--- src/rtl/div_seq.sv ---
// -----------------------------------------------------------------------------
// div_seq : multi-cycle sequencer for the radix-2 restoring divider behind
//           DIV / DIVU in the execute stage.
//
// A start request latches the operands (magnitudes for signed division).
// The sequencer then runs one restoring step per clock. The result is
// returned as {HI = remainder, LO = quotient}. While the request is
// outstanding, the pipeline is held via stall_o.
//
// Ports
//   clk       in   system clock, rising edge
//   resetn    in   asynchronous active-low reset
//   start_i   in   division request, held until ready_o is seen
//   signed_i  in   1 = DIV (two's complement), 0 = DIVU; sampled with start
//   annul_i   in   flush/exception, aborts any operation (beats start_i)
//   opa_i     in   dividend (rs)
//   opb_i     in   divisor (rt)
//   result_o  out  {remainder, quotient}, updated only on entry to END
//   ready_o   out  result_o valid (state == END)
//   stall_o   out  pipeline stall request (combinational)
//
// Optional feature macro: DIV_SEQ_EARLY_EXIT_EN
//   When defined, an operation whose latched |a| < |b| finishes after the
//   first iteration edge with quotient 0 and remainder a. This also covers
//   a == 0. When undefined, every nonzero-divisor operation runs WIDTH steps.
// -----------------------------------------------------------------------------
module div_seq #(
  parameter int WIDTH = 32
) (
  input  logic                 clk,
  input  logic                 resetn,
  input  logic                 start_i,
  input  logic                 signed_i,
  input  logic                 annul_i,
  input  logic [WIDTH-1:0]     opa_i,
  input  logic [WIDTH-1:0]     opb_i,
  output logic [2*WIDTH-1:0]   result_o,
  output logic                 ready_o,
  output logic                 stall_o
);

  localparam int CW = (WIDTH > 1) ? $clog2(WIDTH) : 1;
  localparam logic [CW-1:0] CNT_LAST = CW'(WIDTH - 1);
  localparam logic [CW-1:0] CNT_ONE  = CW'(1);

  typedef enum logic [1:0] {
    S_IDLE   = 2'd0,
    S_BYZERO = 2'd1,
    S_ON     = 2'd2,
    S_END    = 2'd3
  } state_t;

  state_t               state_q, state_d;
  logic [CW-1:0]        cnt_q, cnt_d;
  logic [WIDTH-1:0]     rem_q, rem_d;
  logic [WIDTH-1:0]     quo_q, quo_d;
  logic [WIDTH-1:0]     div_q, div_d;
  logic                 neg_quo_q, neg_quo_d;
  logic                 neg_rem_q, neg_rem_d;
  logic [2*WIDTH-1:0]   res_q, res_d;

  logic [WIDTH:0]       trial_s;
  logic [WIDTH-1:0]     step_rem_s;
  logic [WIDTH-1:0]     step_quo_s;

  // Magnitude of a two's-complement value when signed, raw value otherwise.
  function automatic logic [WIDTH-1:0] mag(input logic [WIDTH-1:0] x,
                                           input logic             is_signed);
    logic [WIDTH-1:0] r;
    if (is_signed && x[WIDTH-1]) begin
      r = (~x) + {{(WIDTH-1){1'b0}}, 1'b1};
    end else begin
      r = x;
    end
    return r;
  endfunction

  // Conditional WIDTH-bit wrap-around negation for the sign fixup.
  function automatic logic [WIDTH-1:0] fix(input logic [WIDTH-1:0] x,
                                           input logic             neg);
    logic [WIDTH-1:0] r;
    if (neg) begin
      r = (~x) + {{(WIDTH-1){1'b0}}, 1'b1};
    end else begin
      r = x;
    end
    return r;
  endfunction

  // One restoring step: shift {rem, quo} left and trial-subtract the divisor.
  // The extra top bit of trial_s is the borrow.
  always_comb begin
    trial_s = {rem_q, quo_q[WIDTH-1]} - {1'b0, div_q};
    if (!trial_s[WIDTH]) begin
      step_rem_s = trial_s[WIDTH-1:0];
      step_quo_s = {quo_q[WIDTH-2:0], 1'b1};
    end else begin
      step_rem_s = {rem_q[WIDTH-2:0], quo_q[WIDTH-1]};
      step_quo_s = {quo_q[WIDTH-2:0], 1'b0};
    end
  end

  // Next-state and datapath update for the sequencer FSM.
  always_comb begin
    state_d   = state_q;
    cnt_d     = cnt_q;
    rem_d     = rem_q;
    quo_d     = quo_q;
    div_d     = div_q;
    neg_quo_d = neg_quo_q;
    neg_rem_d = neg_rem_q;
    res_d     = res_q;

    if (annul_i) begin
      state_d = S_IDLE;
      cnt_d   = '0;
    end else begin
      case (state_q)
        S_IDLE: begin
          if (start_i) begin
            // quo holds |a| and is shifted out MSB-first into rem.
            quo_d     = mag(opa_i, signed_i);
            div_d     = mag(opb_i, signed_i);
            rem_d     = '0;
            cnt_d     = '0;
            neg_quo_d = signed_i & (opa_i[WIDTH-1] ^ opb_i[WIDTH-1]);
            neg_rem_d = signed_i & opa_i[WIDTH-1];
            if (opb_i == '0) begin
              state_d = S_BYZERO;
            end else begin
              state_d = S_ON;
            end
          end else begin
            state_d = S_IDLE;
          end
        end

        S_BYZERO: begin
          // Divide-by-zero reports on the second edge after the start edge.
          if (cnt_q == CNT_ONE) begin
            state_d = S_END;
            cnt_d   = '0;
            res_d   = '0;
          end else begin
            cnt_d   = cnt_q + CNT_ONE;
          end
        end

        S_ON: begin
`ifdef DIV_SEQ_EARLY_EXIT_EN
          // First iteration edge: a dividend smaller than the divisor is its
          // own remainder, so skip the remaining steps.
          if ((cnt_q == '0) && (quo_q < div_q)) begin
            state_d = S_END;
            cnt_d   = '0;
            res_d   = {fix(quo_q, neg_rem_q), {WIDTH{1'b0}}};
          end else begin
            rem_d = step_rem_s;
            quo_d = step_quo_s;
            if (cnt_q == CNT_LAST) begin
              state_d = S_END;
              cnt_d   = '0;
              res_d   = {fix(step_rem_s, neg_rem_q), fix(step_quo_s, neg_quo_q)};
            end else begin
              cnt_d   = cnt_q + CNT_ONE;
            end
          end
`else
          rem_d = step_rem_s;
          quo_d = step_quo_s;
          if (cnt_q == CNT_LAST) begin
            state_d = S_END;
            cnt_d   = '0;
            res_d   = {fix(step_rem_s, neg_rem_q), fix(step_quo_s, neg_quo_q)};
          end else begin
            cnt_d   = cnt_q + CNT_ONE;
          end
`endif
        end

        S_END: begin
          // Hold the result until the execute stage drops its request.
          if (start_i) begin
            state_d = S_END;
          end else begin
            state_d = S_IDLE;
          end
        end

        default: begin
          state_d = S_IDLE;
          cnt_d   = '0;
        end
      endcase
    end
  end

  // State, counter and datapath registers.
  always_ff @(posedge clk or negedge resetn) begin
    if (!resetn) begin
      state_q   <= S_IDLE;
      cnt_q     <= '0;
      rem_q     <= '0;
      quo_q     <= '0;
      div_q     <= '0;
      neg_quo_q <= 1'b0;
      neg_rem_q <= 1'b0;
      res_q     <= '0;
    end else begin
      state_q   <= state_d;
      cnt_q     <= cnt_d;
      rem_q     <= rem_d;
      quo_q     <= quo_d;
      div_q     <= div_d;
      neg_quo_q <= neg_quo_d;
      neg_rem_q <= neg_rem_d;
      res_q     <= res_d;
    end
  end

  assign result_o = res_q;
  assign ready_o  = (state_q == S_END);
  // Stall drops in the cycle ready_o rises, and immediately on a flush.
  assign stall_o  = start_i & ~ready_o & ~annul_i;

endmodule

--- config.mk ---
export PLATFORM = sky130hd
export DESIGN_NAME = div_seq
export DESIGN_NICKNAME = d
export VERILOG_FILES = /design/src/rtl/div_seq.sv
export SDC_FILE = /design/constraint.sdc
export NUM_CORES = 1
export LEC_CHECK = 0
export BUFFER_PORTS_ARGS = -buffer_cell sky130_fd_sc_hd__buf_2
export CAP_MARGIN = 30
export CORE_AREA = 5 5 191 240
export CTS_CLUSTER_DIAMETER = 60
export CTS_CLUSTER_SIZE = 8
export DETAILED_ROUTE_END_ITERATION = 10
export DIE_AREA = 0 0 196 245
export GPL_TIMING_DRIVEN = 0
export PLACE_DENSITY = 0.45
export REMOVE_ABC_BUFFERS = 1
export SLEW_MARGIN = 40
export SYNTH_ARGS = -nofsm -noshare
export SYNTH_HDL_FRONTEND = slang
export SYNTH_SLANG_ARGS = --single-unit
--- constraint.sdc ---
create_clock -name clk -period 4.65 [get_ports clk]
set_input_delay 0.2325 -clock clk [delete_from_list [all_inputs] [get_ports clk]]
set_output_delay 0.2325 -clock clk [all_outputs]
set_load 0.01 [all_outputs]
Word-level counts from Yosys, hierarchy flattened

Cells that the tools add are included.

Flip-flop bits (word level): 169
Latch bits: 0
Memory bits (writable): 0
Memory bits (read-only): 0
Input bits: 69
Output and inout port bits: 66
Word-level logic and storage cells: 73
Memories: 0

Add/sub/neg operators: 6
$mul: 0
Divide/modulo/power cells: 0
Magnitude comparators: 0
Eq/ne operators: 11
Shift-type cells: 0
Mux-type cells: 25
Bitwise logic cells: 11
Reduce and logical (&&, ||, !) cells: 12

Operators with widths:

| cell                  | number |
|---|---|
| $mux 32               | 7 |
| $add 32x1->32 const B | 4 |
| $mux 64               | 2 |
| $not 32->32           | 4 |
| $pmux 32 s2           | 2 |
| $pmux 64 s2           | 1 |
| $sub 33x32->33        | 1 |
| $logic_not 32->1      | 1 |
| $mux 5                | 4 |
| $pmux 5 s3            | 1 |
| $mux 2                | 6 |
| $ne 3x3->1 const B    | 3 |
| $pmux 2 s4            | 1 |
| $ne 2x2->1 const B    | 3 |
| $reduce_and 3->1      | 2 |
| $add 5x1->5 const B   | 1 |
| $eq 5x1->1 const B    | 1 |
| $eq 5x5->1 const B    | 1 |
| $and 1x1->1           | 4 |
| $eq 2x2->1 const B    | 2 |
| $reduce_and 2->1      | 2 |
| $reduce_and 4->1      | 1 |
| $reduce_bool 2->1     | 2 |
| $reduce_bool 4->1     | 1 |
| other kinds (6)       | 8 |

Depth between registers and ports, before layout

Gate-level depths: netlist of the first run.

Depth in word-level cells: 7
Depth in mapped cells: 25
Depth with buffers taken out: 20

Least setup slack after synthesis of the first run

No wires, ideal clock.

Kind: reg-to-reg
Start: reg quo_q[31]
End: reg res_q[62] (netlist: result_o[62])
Library setup time: 131 ps
Arrival time: 4716 ps
Data required time: 4519 ps
Setup slack: -196 ps
Cell stages (with the launch flop): 26
Buffers on the path: 5
Period minus slack after synthesis: 4846 ps
Cells stage by stage: dfrtp_1 inv_1 ha_1 inv_1 fa_1 a211oi_2 o211ai_2 a211oi_2 or3b_4 nand4_1 clkbuf_8 nand2_4 buf_6 buf_2 buf_2 nand2_1 o21ai_0 ha_1 inv_1 nor4_4 o21ai_2 a222oi_1 and3_1 buf_2 a311o_1 nand3_1

Longest elaborated chain between the ends: 7

RTL lines:

| item                   | RTL line | source |
|---|---|---|
| from (decl)            | 56       | `logic [WIDTH-1:0] quo_q, quo_d;` |
| from (signal assigned) | 213      | `quo_q <= quo_d;` |
| $sub 33x32->33         | 93       | `trial_s = {rem_q, quo_q[WIDTH-1]} - {1'b0, div_q};` |
| $mux 32 *              | 94       | `if (!trial_s[WIDTH]) begin` |
| $not 32->32            | 83       | `r = (~x) + {{(WIDTH-1){1'b0}}, 1'b1};` |
| $add 32x1->32          | 83       |  |
| $mux 32 *              | 82       | `if (neg) begin` |
| $mux 64 *              | 171      | `if (cnt_q == CNT_LAST) begin` |
| $pmux 64 s2 *          | 118      | `case (state_q)` |
| to (signal assigned)   | 217      | `res_q <= res_d;` |
| to (decl)              | 60       | `logic [2*WIDTH-1:0] res_q, res_d;` |

Mark *: on every way between the ends. The rest lies on a longest branch, timed or not. The select of a mux whose other input is x is not followed.
A chain may end at the register's enable or synchronous reset.

Worst setup path after layout of the first run

Start: reg rem_q[12]
End: reg res_q[56] (netlist: result_o[56])

Longest elaborated chain between the ends: 7

RTL lines:

| item                   | RTL line | source |
|---|---|---|
| from (decl)            | 55       | `logic [WIDTH-1:0] rem_q, rem_d;` |
| from (signal assigned) | 212      | `rem_q <= rem_d;` |
| $sub 33x32->33         | 93       |  |
| $mux 32 *              | 94       |  |
| $not 32->32            | 83       |  |
| $add 32x1->32          | 83       |  |
| $mux 32 *              | 82       |  |
| $mux 64 *              | 171      |  |
| $pmux 64 s2 *          | 118      |  |

Marks and branches as above.

==> flow_summary.yaml, run 1 <==
timing:
  tightest_slew_ps: 1020
  fin_tns_setup_ps: -46.8
  maxSlewHeadroom_pct: 31.6
  timing.fmax_mhz: 213
  finalSetupViolations: 2
  slew_viol_final: 0
  fin_ws_ps: -43.6
  grt_setup_unrepaired: "yes"
  worst_clock_skew_ps: 14.0
  hold_viol: 0
  min_period_ps: 4690
  fin_crit_sh_pct: 101
critical_path:
  startpoint_type: "flip-flop"
  cp_max_fo: 8
  endpoint_kind: "flip-flop"
  path_cells: "ha_2, a21oi_2, o211a_1, nor3_1, or3b_4, buf_4, a31o_4, nand2_8, buf_8, nand2_4, o21ai_2, ha_2, clkinv_4, nor4_4, o21ai_2, a222oi_1, buf_4, nand3_4, or4_1, nand3_1"
  critPathTopFamily: "simple AND/OR/NAND/NOR gates"
  critPathBufInv: 4
  cp.required_ps: 5040
  critPathSlowestCell: "or4_1"
  crit_type: "reg -> reg"
  max_stage_delay_ps: 500
  crit_arrival_ps: 5080
clock_network:
  clk_pin_slew_worst_paths_ps: 70
  clockRootBuffer: "clkbuf_16"
  cts_max_path_buffers: 2
  clock_sinks: 169
  cts_buffers: 17
  clk_latency_ps: 460
  tritoncts: "done"
  htreeDepth: 4
status:
  failed_checks: "setup timing"
  outcome: "finished with violations"
synth:
  synth_cells: 1515
  synth-edff-count: 0
  ys_seq_area_share_pct: 34.1
  syn-cell-area_sq_mm: 0.0124
  synthArstFlopShare_pct: 100
  synth_flop_cell: "dfrtp_1"
  netlist-cell-type-count: 95
  ys_ff_latch: 169
  avgSynthCellArea_sq_um: 8.18
  ys_warn_count: 0
layout:
  finalNonFillerCells: 2222
  drive_gt1_share_pct: 17.6
  fill_cells: 4704
  final_net_count: 1747
  syn_to_final_growth_pct: 18.9
  postLayoutCellArea_sq_mm: 0.0147
  layout_commonest_cell: "nand2_1"
  register_area_sq_mm: 0.00423
  layout_common_cells: "220 x nand2_1, 193 x o21ai_0, 166 x dfrtp_1"
  multi_input_area_sq_mm: 0.00779
place:
  routabilityCongestion: 0.872
  dp_hpwl_um: 32300
  dp.cells: 2155
  place_area_sq_mm: 0.0137
  io_buffer_count: 134
hold_path:
  min_path_type: "in -> reg"
detailed_routing:
  first_iter_violations: 613
  vias: 11700
  drc: 0
  avgViaCountPerCell: 5.25
  wl_per_cell_um: 19.4
  firstDrtPassIters: 5
  ant_nets: 0
  drt-total-wl_um: 43100
floorplan:
  initial_utilization_pct: 28.5
  fp.dieH_um: 245
  ios: 135
  die_area_sq_mm: 0.0480
  rows: 86
  die_width_um: 196
  core_sq_mm: 0.0435
global_routing:
  antenna_found_initial: 11
  grt-ovfl-total: 0
  grt_max_degree: 63
  grt_pass1_vias: 11600
  grt_usage_pct: 17.7
  grt_pass1_wl_um: 67300
pwr:
  power.leakage_nw: 6.40
  power_density_mw_per_mm2: 513
  vdd_drop_max_mv: 0.217
flow_run:
  maxCapViolations: 0
-- cell usage after synthesis, drive strengths merged, types with 8 or more instances --
cell type / count / area, sq um
o41ai: 15 / 173
mux2i: 24 / 240
o21a: 8 / 61.3
o211ai: 15 / 123
ha: 43 / 538
nor2: 92 / 345
clkbuf: 56 / 221
a31oi: 12 / 90.1
buf: 25 / 173
nand2b: 8 / 50.1
and4: 8 / 75.1
o21ai: 213 / 1080
nand3: 31 / 155
o31ai: 28 / 210
and2: 19 / 121
or4: 12 / 91.3
a21oi: 101 / 517
xnor2: 56 / 490
and3: 12 / 80.1
a22oi: 14 / 110
xor2: 72 / 631
a21o: 11 / 82.6
nand4: 13 / 81.3
nor4: 17 / 121
inv: 57 / 214
nand2: 226 / 858
a211oi: 12 / 105
or3: 18 / 113
dfrtp: 169 / 4230
nor3: 32 / 160
-- worst reg2reg max path: stages, from the launching register on --
cell	delay [ps]
dfrtp_1	470
ha_2	450
a21oi_2	90
o211a_1	240
nor3_1	230
or3b_4	440
buf_4	150
a31o_4	260
nand2_8	130
buf_8	160
nand2_4	50
o21ai_2	50
ha_2	210
clkinv_4	70
nor4_4	360
o21ai_2	100
a222oi_1	250
buf_4	230
nand3_4	90
or4_1	500
nand3_1	90
-- routing by layer --
metal  GRT usage, %  routed length, um  part of all wire, %
met5              0                 88                 0.20
met4           5.20               1150                  2.7
met3           3.40               1810                  4.2
met2           32.0              21900                   51
met1           21.1              18100                   42
-- cell families after synthesis --
logic type	count (synthesis)	share of synthesized area, %
adder cells (fa/ha/maj)	44	4.50
AO/OA/AOI/OAI	489	25.0
flip-flops	169	34.1
buffers and inverters	139	5.00
XOR/XNOR	128	9.05
multiplexers	27	2.21
AND/OR/NAND/NOR	519	20.1
-- report_power, final --
group / internal, mW / leakage, nW / total, mW / switching [mW]
registers: 1.94 / 2.21 / 2.38 / 0.445
clock network: 0.815 / 0.276 / 1.51 / 0.690
logic: 1.45 / 3.91 / 3.68 / 2.23
-- timing repair --
item | CTS | global route
cloned | 3 | 1
buffers inserted | 13 | 15
hold endpoints to repair | 48 | 0
resized for setup | 15 | 32
pin swaps | 9 | 18
hold buffers | 1 | 0
setup endpoints to repair | 61 | 14
-- worst paths after layout --
| kind | start | endpoint | slack, ps | cells after the start |
|---|---|---|---|---|
| worst max-delay path | rem_q[12] | result_o[56] | -40 | 20 |
| worst min-delay path | opb_i[13] | div_q[13] | 70 | 3 |
| worst max register to register | rem_q[12] | result_o[56] | -40 | 20 |
| worst min register to register | result_o[44] | result_o[44] | 470 | 2 |
| max in group asynchronous | resetn | neg_rem_q | 3350 | 4 |
| min in group asynchronous | resetn | result_o[58] | 270 | 2 |
-- registers in the layout (all words and copies together) (netlist names) --
name / flops
cnt_q: 5
div_q: 32
neg_quo_q: 1
neg_rem_q: 1
quo_q: 32
rem_q: 32
result_o: 64
state_q: 2
-- metrics by stage --
step                setup WS (ps)  utilization [%]  hold slack (ps)  total power, mW
finish                      -43.6             33.9             73.1             7.56
detailed placement          -2230             31.5              170             5.83
CTS                         -19.0             33.3             43.3             7.49
floorplan                    -833                -            -63.1             4.53
global placement            -5230             30.8              460             5.73
global route                 -243             33.9             87.1             8.16
-- cell type report --
cell class	count	area share [%]
well taps	572	4.85
diodes	3	0.0509
clock buffers	20	3.03
inverters	57	1.68
repair buffers	178	7.74
flip-flops and latches	169	28.7
multi-input cells	1210	52.9
repair inverters	1	0.0764
clock inverters	12	0.976
Power figures use the tool's default switching activity.
==> run 2: changes to the inputs <==
CORE_AREA = 5 5 254 181   (was 5 5 191 240)
DIE_AREA = 0 0 259 186   (was 0 0 196 245)
GPL_TIMING_DRIVEN = unset   (was 0)
PLACE_DENSITY = 0.46   (was 0.45)
==> flow_summary.yaml, run 2 (synthesis gave the netlist of run 1 again) <==
status:
  outcome: "finished clean"
place:
  place_area_sq_mm: 0.0137
  routabilityCongestion: 0.883
  io_buffer_count: 134
  dpl_worst_slack_ps: -10.3
  dp_hpwl_um: 32500
timing:
  tightest_slew_ps: 896
  fin_ws_ps: 221
  finalSetupViolations: 0
  slew_viol_final: 0
  hold_viol: 0
  maxSlewHeadroom_pct: 39.7
  timing.fmax_mhz: 226
  grt_setup_unrepaired: "yes"
  fin_crit_sh_pct: 95.3
  min_period_ps: 4430
  worst_clock_skew_ps: 8.76
  whs_ps: 82.7
floorplan:
  die_area_sq_mm: 0.0482
  core_sq_mm: 0.0433
  fp.dieH_um: 186
  rows: 64
  ios: 135
  initial_utilization_pct: 28.6
  die_width_um: 259
clock_network:
  cts_max_path_buffers: 2
  clockRootBuffer: "clkbuf_16"
  clk_pin_slew_worst_paths_ps: 70
  cts_buffers: 17
  htreeDepth: 4
  clk_latency_ps: 450
  clock_sinks: 169
  tritoncts: "done"
detailed_routing:
  drc: 0
  drt-total-wl_um: 42800
  wl_per_cell_um: 19.1
  vias: 11800
  ant_nets: 0
  avgViaCountPerCell: 5.26
  firstDrtPassIters: 5
  first_iter_violations: 837
layout:
  drive_gt1_share_pct: 16.0
  postLayoutCellArea_sq_mm: 0.0145
  layout_common_cells: "222 x nand2_1, 195 x o21ai_0, 168 x dfrtp_1"
  layout_commonest_cell: "nand2_1"
  diodes: 0
  final_net_count: 1746
  syn_to_final_growth_pct: 16.7
  largest_reg_flops: 64
global_routing:
  grt-ovfl-total: 0
  grt_pass1_vias: 11100
  antenna_found_initial: 1
  grt_max_degree: 97
  grt_usage_pct: 17.5
  grt_pass1_wl_um: 66400
critical_path:
  cp_max_fo: 7
  endpoint_kind: "flip-flop"
  crit_type: "reg -> reg"
  crit_arrival_ps: 4810
  cp.required_ps: 5040
  startpoint_type: "flip-flop"
pwr:
  power.leakage_nw: 6.33
  power_density_mw_per_mm2: 514
  vdd_drop_max_mv: 0.272
hold_path:
  min_path_type: "in -> reg"
flow_run:
  maxCapViolations: 0
## run 2: changes by cell type in the layout (fill, tap and decap cells not counted), sizes merged, moves of 2 or more
| cell | previous run | this run |
|---|---|---|
| diode | 3 | 0 |
| buf | 177 | 180 |
| nand2 | 228 | 226 |
| clkinv | 6 | 2 |
## run 2: final cells by class
| cell class | instances | area (sq um) |
|---|---|---|
| well taps | 594 | 743 |
| flip-flops and latches | 169 | 4230 |
| repair buffers | 181 | 1060 |
| inverters | 57 | 214 |
| clock inverters | 10 | 144 |
| clock buffers | 21 | 450 |
| multi-input cells | 1207 | 7620 |
| fillers | 4596 | 28900 |
## run 2: what timing repair did
item,in CTS,in global routing
pin swaps,3,8
setup buffers,2,2
hold buffers,1,0
gates resized for setup,2,5
setup endpoints to repair,3,11
endpoints found under the hold margin,94,0
## run 2: worst paths after layout
check / start / endpoint / slack, ps / cells past startpoint
max: quo_q[31] / result_o[56] / 220 / 21
min: opb_i[13] / div_q[13] / 80 / 3
max reg2reg: quo_q[31] / result_o[56] / 220 / 21
min reg2reg: result_o[39] / result_o[39] / 480 / 2
max in group asynchronous: resetn / result_o[27] / 3490 / 3
min in group asynchronous: resetn / quo_q[8] / 280 / 2
## run 2: critical path: stages, from the launching register on
cell	delay (ps)
dfrtp_1	380
inv_1	80
ha_1	180
inv_1	70
fa_1	400
a211oi_2	250
o211ai_2	180
a211oi_2	290
or3b_4	200
a31o_4	170
nand2_4	90
inv_2	120
mux2i_4	250
ha_1	170
inv_1	80
nor3_2	190
nand3_1	130
a222oi_1	270
buf_4	230
nand3_1	100
or4_1	430
nand3_1	90
## run 2: through the flow
| step | power, mW | TNS (ps) | cells | util (%) |
|---|---|---|---|---|
| floorplan | 4.53 | -27120 | 1433 | - |
| global placement | 5.86 | 0 | 2202 | 31.7 |
| CTS | 7.45 | 0 | 2236 | 33.2 |
| global route | 8.00 | -91.6 | 2239 | 33.4 |
| finish | 7.44 | 0 | 2239 | 33.4 |
| detailed placement | 5.88 | -10.3 | 2202 | 31.7 |
## run 2: report_power, final
part	switching, mW	internal (mW)	leakage, nW
clock network	0.661	0.861	0.280
logic	2.20	1.34	3.84
registers	0.437	1.94	2.22
total	3.30	4.14	6.33
## run 2: per-layer routing
| layer | vias up | wire, um | track usage, % |
|---|---|---|---|
| met5 | - | 7 | 0 |
| met4 | 2 | 319 | 2.85 |
| met3 | 20 | 2290 | 3.08 |
| met2 | 312 | 17600 | 25.0 |
| met1 | 5741 | 22600 | 27.7 |
| li1 | 5691 | - | - |
==> run 3: changes to the inputs <==
RECOVER_POWER = 50   (was unset)
==> flow_summary.yaml, run 3 (synthesis gave the netlist of run 1 again) <==
status:
  outcome: "finished with violations"
  failed_checks: "capacitance limit, slew limit"
clock_network:
  tritoncts: "done"
  cts_max_path_buffers: 2
  cts_buffers: 17
  clk_pin_slew_worst_paths_ps: 70
  clk_latency_ps: 450
  htreeDepth: 4
  clockRootBuffer: "clkbuf_16"
  clock_sinks: 169
timing:
  min_period_ps: 4430
  fin_crit_sh_pct: 95.4
  grt_setup_unrepaired: "yes"
  maxSlewHeadroom_pct: -87.4
  slew_viol_final: 46
  tightest_slew_ps: 2810
  finalSetupViolations: 0
  worst_clock_skew_ps: 9.36
  fin_tns_setup_ps: 0
  timing.fmax_mhz: 225
  hold_viol: 0
  fin_ws_ps: 215
place:
  place_area_sq_mm: 0.0137
  dp.cells: 2202
  dp_hpwl_um: 32500
  dpl_worst_slack_ps: -10.3
  routabilityCongestion: 0.883
  io_buffer_count: 134
floorplan:
  initial_utilization_pct: 28.6
  ios: 135
  fp.dieH_um: 186
  die_area_sq_mm: 0.0482
  die_width_um: 259
  rows: 64
  core_sq_mm: 0.0433
layout:
  layout_commonest_cell: "nand2_1"
  syn_to_final_growth_pct: 15.7
  final_net_count: 1746
  fill_cells: 4623
  diodes: 0
  finalNonFillerCells: 2239
  postLayoutCellArea_sq_mm: 0.0143
  largest_reg_flops: 64
  layout_common_cells: "222 x nand2_1, 195 x o21ai_0, 168 x dfrtp_1"
  drive_gt1_share_pct: 12.1
critical_path:
  path_cells: "inv_1, ha_1, inv_1, fa_1, a211oi_2, o211ai_2, a211oi_2, or3b_4, a31o_4, nand2_4, inv_2, mux2i_4, ha_1, inv_1, nor4_4, o21ai_2, a222oi_1, buf_4, nand3_1, or4_1, nand3_1"
  critPathBufInv: 5
  critPathSlowestCell: "or4_1"
  max_stage_delay_ps: 440
  crit_arrival_ps: 4820
  cp_max_fo: 7
  startpoint_type: "flip-flop"
  critPathTopFamily: "compound AO/OA/AOI/OAI gates"
  critical_path.most_common_cell: "inv_1"
  crit_type: "reg -> reg"
  endpoint_kind: "flip-flop"
  cp.required_ps: 5030
pwr:
  power_density_mw_per_mm2: 515
  power_mw: 7.38
  power.leakage_nw: 6.07
  vdd_drop_max_mv: 0.272
global_routing:
  grt-ovfl-total: 0
  grt_pass1_wl_um: 66400
  grt_pass1_vias: 11100
  grt_usage_pct: 17.5
  grt_max_degree: 97
  antenna_found_initial: 1
hold_path:
  min_path_type: "in -> reg"
detailed_routing:
  drt-total-wl_um: 42700
  wl_per_cell_um: 19.1
  ant_nets: 0
  first_iter_violations: 859
  vias: 11800
  firstDrtPassIters: 5
  avgViaCountPerCell: 5.27
  drc: 0
flow_run:
  maxCapViolations: 1
-- run 3: timing repair --
item | in CTS | in global routing
pin swaps | 3 | 8
hold endpoints to repair | 94 | 0
setup buffers | 2 | 2
resized for setup | 2 | 5
hold buffers | 1 | 0
endpoints found under the setup margin | 3 | 11
-- run 3: path summary, 6_finish.rpt --
kind,slack (ps),from,depth (start not counted),to
max in group asynchronous,780,resetn,3,neg_quo_q
hold / removal,80,opb_i[13],3,div_q[13]
hold reg to reg,480,result_o[39],2,result_o[39]
setup reg to reg,220,quo_q[31],21,result_o[56]
min in group asynchronous,1240,resetn,2,quo_q[8]
setup / recovery,220,quo_q[31],21,result_o[56]
-- run 3: stage by stage --
| stage | util [%] | hold slack [ps] |
|---|---|---|
| 2_1_floorplan | - | -63.1 |
| 3_3_place_gp | 31.7 | 419 |
| 3_5_place_dp | 31.7 | 336 |
| 4_1_cts | 33.2 | 59.2 |
| 5_1_grt | 33.1 | 76.5 |
| 6_report | 33.1 | 83.1 |
-- run 3: cell type report --
class / count / area, sq um / area share [%]
Inverter: 57 / 214 / 1.49
Sequential cell: 169 / 4230 / 29.5
Multi-Input combinational cell: 1207 / 7620 / 53.1
Timing Repair Buffer: 181 / 938 / 6.54
Tap cell: 594 / 743 / 5.18
Clock buffer: 21 / 450 / 3.14
Clock inverter: 10 / 144 / 1.00
-- run 3: per-layer routing --
layer	track usage [%]	wire length [um]
met2	25.0	17600
met5	0	7
met4	2.85	323
met1	27.7	22700
met3	3.08	2090
-- run 3: power by group --
part | total, mW | internal (mW) | switching [mW]
Combinational | 3.48 | 1.27 | 2.20
Clock | 1.52 | 0.861 | 0.658
Sequential | 2.38 | 1.94 | 0.444
-- run 3: worst reg2reg max path: cells and delay by family (launching register included) --
family,cells,cell delay [ps]
compound gates,6,1240
simple gates,6,1160
fa+ha+maj,3,750
buf+inv,5,580
flops,1,380
mux,1,250
